## src/rtl/mask_loader.sv

```systemverilog
`timescale 1ns/1ps
// Descriptor-driven loader for the shadow-mask stage: parses a header plus a
// row-major LUT stream and issues MODE/VMAX/HMAX/LUT commands, padding each row to 16.
module mask_loader (
  input  logic        clk_sys,
  input  logic        reset,
  input  logic        ld_valid,
  input  logic [15:0] ld_data,
  input  logic        ld_last,
  output logic        ld_ready,
  input  logic        cfg_enable,
  input  logic        cfg_rotate,
  input  logic        cfg_2x,
  output logic        cmd_wr,
  output logic [15:0] cmd_in,
  output logic        busy,
  output logic        done,
  output logic        err
);

  typedef enum logic [3:0] {
    S_IDLE, S_HDR, S_MODE0, S_VMAXC, S_HMAXC, S_LUT, S_PAD, S_DRAIN, S_FINAL
  } state_t;

  function automatic logic [15:0] mode_cmd(input logic en, input logic rot, input logic x2);
    return {3'b000, 9'b0, en, rot, x2, 1'b0};
  endfunction

  function automatic logic [15:0] lut_cmd(input logic [10:0] entry);
    return {3'b011, 2'b00, entry};
  endfunction

  state_t      state_q, state_d;
  logic [3:0]  h_q, h_d, v_q, v_d, vmax_q, vmax_d, hmax_q, hmax_d;
  logic        err_q, err_d, early_q, early_d;
  logic        cmd_wr_q, cmd_wr_d, busy_q, busy_d, done_q, done_d;
  logic [15:0] cmd_in_q, cmd_in_d;
  logic        cfg_en_q, cfg_en_d, cfg_rot_q, cfg_rot_d, cfg_x2_q, cfg_x2_d;

  logic accept_s, cfg_changed_s, row_end_s, last_row_s, final_word_s;
  logic [3:0] h_inc_s;
  logic unused_hdr_bits_s;

  assign ld_ready = (state_q == S_HDR) || (state_q == S_DRAIN) ||
                    ((state_q == S_LUT) && (h_q <= hmax_q));
  assign accept_s      = ld_valid & ld_ready;
  assign cfg_changed_s = (cfg_enable != cfg_en_q) || (cfg_rotate != cfg_rot_q) ||
                         (cfg_2x != cfg_x2_q);
  assign h_inc_s       = h_q + 4'd1;
  assign row_end_s     = (h_q == 4'hF);
  assign last_row_s    = (v_q == vmax_q);
  assign final_word_s  = (h_q == hmax_q) && last_row_s;
  assign unused_hdr_bits_s = ^ld_data[11:8];

  // Next-state and command generation; early_q marks a stream that ended too soon
  always_comb begin
    state_d  = state_q;
    h_d      = h_q;
    v_d      = v_q;
    vmax_d   = vmax_q;
    hmax_d   = hmax_q;
    err_d    = err_q;
    early_d  = early_q;
    cmd_wr_d = 1'b0;
    cmd_in_d = cmd_in_q;
    busy_d   = busy_q;
    done_d   = 1'b0;
    cfg_en_d  = cfg_en_q;
    cfg_rot_d = cfg_rot_q;
    cfg_x2_d  = cfg_x2_q;
    case (state_q)
      S_IDLE: begin
        if (ld_valid) begin
          state_d = S_HDR;
          err_d   = 1'b0;
          early_d = 1'b0;
          busy_d  = 1'b1;
        end else if (cfg_changed_s) begin
          cmd_wr_d  = 1'b1;
          cmd_in_d  = mode_cmd(cfg_enable, cfg_rotate, cfg_2x);
          cfg_en_d  = cfg_enable;
          cfg_rot_d = cfg_rotate;
          cfg_x2_d  = cfg_2x;
        end else begin
          cmd_wr_d = 1'b0;
        end
      end
      S_HDR: begin
        if (!accept_s) begin
          state_d = S_HDR;
        end else if (ld_data[15:12] != 4'h1) begin
          err_d   = 1'b1;
          state_d = ld_last ? S_FINAL : S_DRAIN;
        end else begin
          vmax_d  = ld_data[7:4];
          hmax_d  = ld_data[3:0];
          h_d     = 4'd0;
          v_d     = 4'd0;
          err_d   = err_q | ld_last;
          early_d = ld_last;
          state_d = S_MODE0;
        end
      end
      S_MODE0: begin
        cmd_wr_d = 1'b1;
        cmd_in_d = mode_cmd(1'b0, cfg_rotate, cfg_2x);
        state_d  = S_VMAXC;
      end
      S_VMAXC: begin
        cmd_wr_d = 1'b1;
        cmd_in_d = {3'b001, 9'b0, vmax_q};
        state_d  = S_HMAXC;
      end
      S_HMAXC: begin
        cmd_wr_d = 1'b1;
        cmd_in_d = {3'b010, 9'b0, hmax_q};
        state_d  = early_q ? S_PAD : S_LUT;
      end
      S_LUT: begin
        if (accept_s) begin
          cmd_wr_d = 1'b1;
          cmd_in_d = lut_cmd(ld_data[10:0]);
          h_d      = h_inc_s;
          v_d      = row_end_s ? v_q + 4'd1 : v_q;
          if (final_word_s) begin
            if (ld_last) begin
              state_d = row_end_s ? S_FINAL : S_PAD;
            end else begin
              err_d   = 1'b1;
              state_d = S_DRAIN;
            end
          end else if (ld_last) begin
            err_d   = 1'b1;
            early_d = 1'b1;
            state_d = S_PAD;
          end else begin
            state_d = ((h_q == hmax_q) && !row_end_s) ? S_PAD : S_LUT;
          end
        end else begin
          state_d = S_LUT;
        end
      end
      S_PAD: begin
        cmd_wr_d = 1'b1;
        cmd_in_d = lut_cmd(11'd0);
        h_d      = h_inc_s;
        if (!row_end_s) begin
          state_d = S_PAD;
        end else if (last_row_s) begin
          state_d = S_FINAL;
        end else begin
          v_d     = v_q + 4'd1;
          state_d = early_q ? S_PAD : S_LUT;
        end
      end
      S_DRAIN: begin
        if (accept_s && ld_last) begin
          state_d = S_FINAL;
        end else begin
          state_d = S_DRAIN;
        end
      end
      S_FINAL: begin
        cmd_wr_d  = 1'b1;
        cmd_in_d  = mode_cmd(cfg_enable & ~err_q, cfg_rotate, cfg_2x);
        cfg_en_d  = cfg_enable;
        cfg_rot_d = cfg_rotate;
        cfg_x2_d  = cfg_2x;
        done_d    = 1'b1;
        busy_d    = 1'b0;
        state_d   = S_IDLE;
      end
      default: begin
        state_d = S_IDLE;
        busy_d  = 1'b0;
      end
    endcase
  end

  // State and output registers; reset abandons any load in flight
  always_ff @(posedge clk_sys) begin
    if (reset) begin
      state_q   <= S_IDLE;
      h_q       <= 4'd0;
      v_q       <= 4'd0;
      vmax_q    <= 4'd0;
      hmax_q    <= 4'd0;
      err_q     <= 1'b0;
      early_q   <= 1'b0;
      cmd_wr_q  <= 1'b0;
      cmd_in_q  <= 16'd0;
      busy_q    <= 1'b0;
      done_q    <= 1'b0;
      cfg_en_q  <= cfg_enable;
      cfg_rot_q <= cfg_rotate;
      cfg_x2_q  <= cfg_2x;
    end else begin
      state_q   <= state_d;
      h_q       <= h_d;
      v_q       <= v_d;
      vmax_q    <= vmax_d;
      hmax_q    <= hmax_d;
      err_q     <= err_d;
      early_q   <= early_d;
      cmd_wr_q  <= cmd_wr_d;
      cmd_in_q  <= cmd_in_d;
      busy_q    <= busy_d;
      done_q    <= done_d;
      cfg_en_q  <= cfg_en_d;
      cfg_rot_q <= cfg_rot_d;
      cfg_x2_q  <= cfg_x2_d;
    end
  end

  assign cmd_wr = cmd_wr_q;
  assign cmd_in = cmd_in_q;
  assign busy   = busy_q;
  assign done   = done_q;
  assign err    = err_q;

endmodule

```

## config.mk

```make
export PLATFORM = sky130hd
export DESIGN_NAME = mask_loader
export DESIGN_NICKNAME = d
export VERILOG_FILES = /design/src/rtl/mask_loader.sv
export SDC_FILE = /design/constraint.sdc
export NUM_CORES = 1
export LEC_CHECK = 0
export ABC_AREA = 1
export CELL_PAD_IN_SITES_DETAIL_PLACEMENT = 1
export CELL_PAD_IN_SITES_GLOBAL_PLACEMENT = 1
export CORE_MARGIN = 4
export CORE_UTILIZATION = 40
export CTS_CLUSTER_DIAMETER = 150
export DETAILED_ROUTE_END_ITERATION = 10
export GPL_ROUTABILITY_DRIVEN = 0
export PLACE_DENSITY_LB_ADDON = 0.1
export SLEW_MARGIN = 20
export SYNTH_ARGS = -nofsm -noshare
export SYNTH_HDL_FRONTEND = slang
export SYNTH_SLANG_ARGS = --single-unit
```

## constraint.sdc

```tcl
create_clock -name clk_sys -period 5 [get_ports clk_sys]
set_input_delay 1 -clock clk_sys [delete_from_list [all_inputs] [get_ports clk_sys]]
set_output_delay 1 -clock clk_sys [all_outputs]
set_load 0.02 [all_outputs]
```

# Yosys cells after proc, flatten, opt, wreduce, memory -nomap -nowiden
# Index checks and enable logic that the tools add are counted.
# classes
n_reduce_logical,24
add_sub_neg,2
mux,60
n_eq_ne,30
n_lt_le_gt_ge,1
n_bitwise,6
# ops
op,n
$pmux 16 s7,1
$mux 4,18
$mux 16,3
$pmux 4 s8,1
$mux 1,25
$pmux 4 s3,2
$ne 2x2->1 const B,11
$eq 4x3->1 const B,4
$reduce_and 7->1,2
$ne 3x3->1 const B,4
$pmux 1 s3,3
$reduce_bool 3->1,3
$add 4x1->4 const B,2
$eq 4x2->1 const B,2
$eq 4x4->1,2
$eq 4x4->1 const B,2
$pmux 1 s2,4
$reduce_and 4->1,2
$reduce_bool 7->1,1
$reduce_or 7->1,1
$mux 2,3
$reduce_and 3->1,2
$reduce_and 6->1,1
$reduce_or 5->1,1
other kinds (12),23
# totals
ff_bits,44
in_bits,23

# Logic depth before layout (Yosys ltp)
# depth
ltp_word,8
mapped_depth,16
ltp_nobuf,16

# Worst setup path before layout
# Ideal clock, no wire load.
# synth_path
path_kind,register to output
from,register hmax_q[3]
to,output ld_ready
setup_slack_ps,2968
stages_incl_launch_ff,10
required_ps,4000
t_arrival_ps,1032
cell_sequence,dfxtp_1 -> inv_1 -> ha_1 -> nand2_1 -> inv_1 -> nand2_1 -> nand2_1 -> nand2_1 -> nand2_2 -> nand2_4
# synth_between
elab_chain_cells,3
# synth_lines
item,line,text
start: declaration,34,"logic [3:0] h_q, h_d, v_q, v_d, vmax_q, vmax_d, hmax_q, hmax_d;"
start signal: assignment,202,hmax_q <= hmax_d;
$le 4x4->1,45,((state_q == S_LUT) && (h_q <= hmax_q));
$logic_and 1x1->1,45,
$logic_or 1x1->1,44,assign ld_ready = (state_q == S_HDR) || (state_q == S_DRAIN) ||
end: declaration,10,"output logic ld_ready,"
# No other way between the ends.

# Final worst setup path
# Same ends and word-level chain as after synthesis.

==> impl_metrics.json <==
{
  "seqCellArea_um2": 850.8,
  "n_fill_cell": 773,
  "run_status": "complete, no violations",
  "ys_warn_count": 0,
  "drc_errors": 0,
  "regToRegStartpoint": "state_q[2]$_SDFFE_PP0N_",
  "clk_latency_ns": 0.30,
  "groute.usage.overall": 0.2060,
  "postCtsSetupBuffers": 0,
  "route.vias.total": 2457,
  "diodes": 0,
  "core.rowCount": 27,
  "final.setup.tns_ns": 0,
  "cts_buffer_depth": 2,
  "first_iter_violations": 118,
  "remaining_antenna_violation_count_after_routing": 0,
  "initial_utilization": 0.4242,
  "setup_ws_ns": 1.935,
  "critical-path-max-stage-delay_ns": 0.60,
  "multi_input_comb_area_mm2": 0.001311,
  "synth_top_cells_by_count": "nand2_1, nor2_1, inv_1, dfxtp_1, a21oi_1",
  "clock-skew-final_ns": 0.009153,
  "share_of_async_settable_or_async_resettable_flops_after_synthesis": 0,
  "slew_violations": 0,
  "die_w_um": 85.58,
  "grt_setup_unrepaired": "no",
  "max_cap_violations": 0,
  "grt_pass1_vias": 2530,
  "synth_sequential_area_ratio": 0.3534,
  "synth.distinct_cells": 34,
  "hp-start": "cmd_in[9]$_SDFFE_PP0P_",
  "cts_htree_levels": 2,
  "cts_buffers": 5,
  "synthesis.area_per_instance_um2": 6.687,
  "clkSinkCount": 41,
  "final_hold_viol_count": 0,
  "clock_tree.root_cell": "clkbuf_8",
  "layout.nets": 429,
  "die_height_um": 85.58,
  "placeable_core_region_mm2": 0.005675,
  "globalRoute.totalOverflow": 0,
  "min-delay-path-class": "reg2reg",
  "vdd.ir_drop.worst_mv": 0.2698,
  "fin_crit_sh": 0.6130,
  "route.final.wire_length_um": 7185,
  "ioPinCount": 44,
  "yosys_most_used_dff": "dfxtp_1",
  "timing.critical_path.buf_inv": 3,
  "drt_pre_antenna_iters": 4,
  "setup.worst_path.end_class": "primary output",
  "drive_gt1_frac": 0.08229,
  "crit_path_max_delay_cell_type": "clkdlybuf4s50_1",
  "drt-vias-per-instance": 5.195,
  "edff_count_synth": 3,
  "flow.area_growth_from_synthesis_pct": 22.61,
  "finalWorstPathRequiredPeriod_ns": 3.065,
  "hpwlAfterDp_um": 5476,
  "slew_headroom": 0.4364,
  "critical_path.top_delay_family": "buffers and inverters",
  "achievable-frequency_mhz": 326.3,
  "synth.most_common_cell": "nand2_1",
  "critPathKind": "reg2out",
  "power.static_leakage_nw": 1.307,
  "route.detailed.wl_per_inst_um": 15.19,
  "cp_data_required_time_ns": 4.00,
  "crit_fanout": 4,
  "post-synth-top-area-cell": "dfxtp_1",
  "worst_max_slew_pin_slew_ns": 0.8422,
  "cts_tree": "yes",
  "synth.top_cell.area_share": 0.3160,
  "worst_setup_hold_path_clk_slew_ns": 0.09,
  "synthesized_area_mm2": 0.002407,
  "powerDensity_mw_per_mm2": 516.8,
  "yosys_register_bits": 41,
  "arrival_ns": 2.06,
  "synth_area_leaders": "dfxtp_1, nand2_1, nor2_1, inv_1, a21oi_1",
  "critPathLaunchType": "flip-flop",
  "setup.worst_path.start": "hmax_q[3]$_SDFFE_PP0P_",
  "cts.repair.resized": 0,
  "placement_setup_slack_ns": 1.964,
  "finalSetupViolCount": 0,
  "die-area_mm2": 0.007323,
  "grt_first_pass_wirelength_um": 12020,
  "number_of_buffers_added_on_ports": 39,
  "antenna_found_initial": 0,
  "critical_path.cell_chain": "inv_1, ha_1, nand2_1, inv_1, nand3_1, nand2_1, nand2_2, nand2_4, clkdlybuf4s50_1",
  "synth_cells": 360,
  "grt_max_degree": 23,
  "hold_fix_buffers_cts": 0
}
tightest hold or removal path: stages, from the launching register on:
cell,delay (ns)
dfxtp_1,0.32
nand2_1,0.06
a21oi_1,0.05
through the flow:
step                instance area (µm²)  hold WS [ns]  cells  utilization  power (mW)
global placement                   2841        0.4481    465       0.5007       1.246
global route                       2952        0.5077    473       0.5201       1.667
detailed placement                 2841        0.4577    465       0.5007       1.272
CTS                                2952        0.4775    473       0.5201       1.541
floorplan                          2415        0.4583    362            -       1.057
finish                             2952        0.4690    473       0.5201       1.525
state kept, by name (all words and copies together), names as in the netlist, 4 cells and up:
name     flops
state_q      4
cmd_in      13
hmax_q       4
vmax_q       4
h_q          4
v_q          4
layout by cell type (no fill, tap or decap), drive strengths merged, types with 2 or more instances in the layout:
| cell type | instances |
|---|---|
| nand2 | 86 |
| nor2 | 53 |
| inv | 51 |
| clkdlybuf4s50 | 39 |
| dfxtp | 38 |
| a21oi | 31 |
| o21ai | 27 |
| nand3 | 23 |
| nand4 | 10 |
| ha | 6 |
| clkbuf | 6 |
| o22ai | 5 |
| xnor2 | 4 |
| xor2 | 3 |
| conb | 3 |
| edfxtp | 3 |
| nand3b | 2 |
| nor3 | 2 |
report_power, final:
group          internal [mW]  switching [mW]
clock network          0.130           0.131
logic                  0.278           0.529
registers              0.401          0.0565
path summary, 6_finish.rpt:
| kind | to | slack (ns) | cells past startpoint |
|---|---|---|---|
| max | ld_ready | 1.94 | 9 |
| min | cmd_in[9]$_SDFFE_PP0P_ | 0.47 | 2 |
| max reg2reg | hmax_q[2]$_SDFFE_PP0P_ | 2.92 | 5 |
| min reg2reg | cmd_in[9]$_SDFFE_PP0P_ | 0.47 | 2 |
cell families (layout without fill, tap and decap cells):
kind of cell | Yosys count | after routing | share of synthesized area
AOI/OAI and AO/OA | 67 | 67 | 0.1487
xor gates and xnor gates | 7 | 7 | 0.02547
adders and majority gates | 6 | 6 | 0.03118
buffers and inverters | 60 | 99 | 0.1050
DFF | 41 | 41 | 0.3534
other | 1 | 3 | 0.001558
and+or+nand+nor | 178 | 178 | 0.3347
area by class of cell:
type | count | area share
clock inverters | 2 | 0.005511
clock buffers | 6 | 0.03179
well taps | 72 | 0.03052
multi-input cells | 261 | 0.4443
repair buffers | 40 | 0.1348
inverters | 51 | 0.06486
flip-flops and latches | 41 | 0.2883
metal layers:
metal	track usage	vias up	share of wire
met5	0	-	0
met4	0.05755	0	0.017
met3	0.04131	12	0.042
met2	0.3411	51	0.46
met1	0.2722	1159	0.48
li1	-	1235	-
Power figures use the tool's default switching activity.
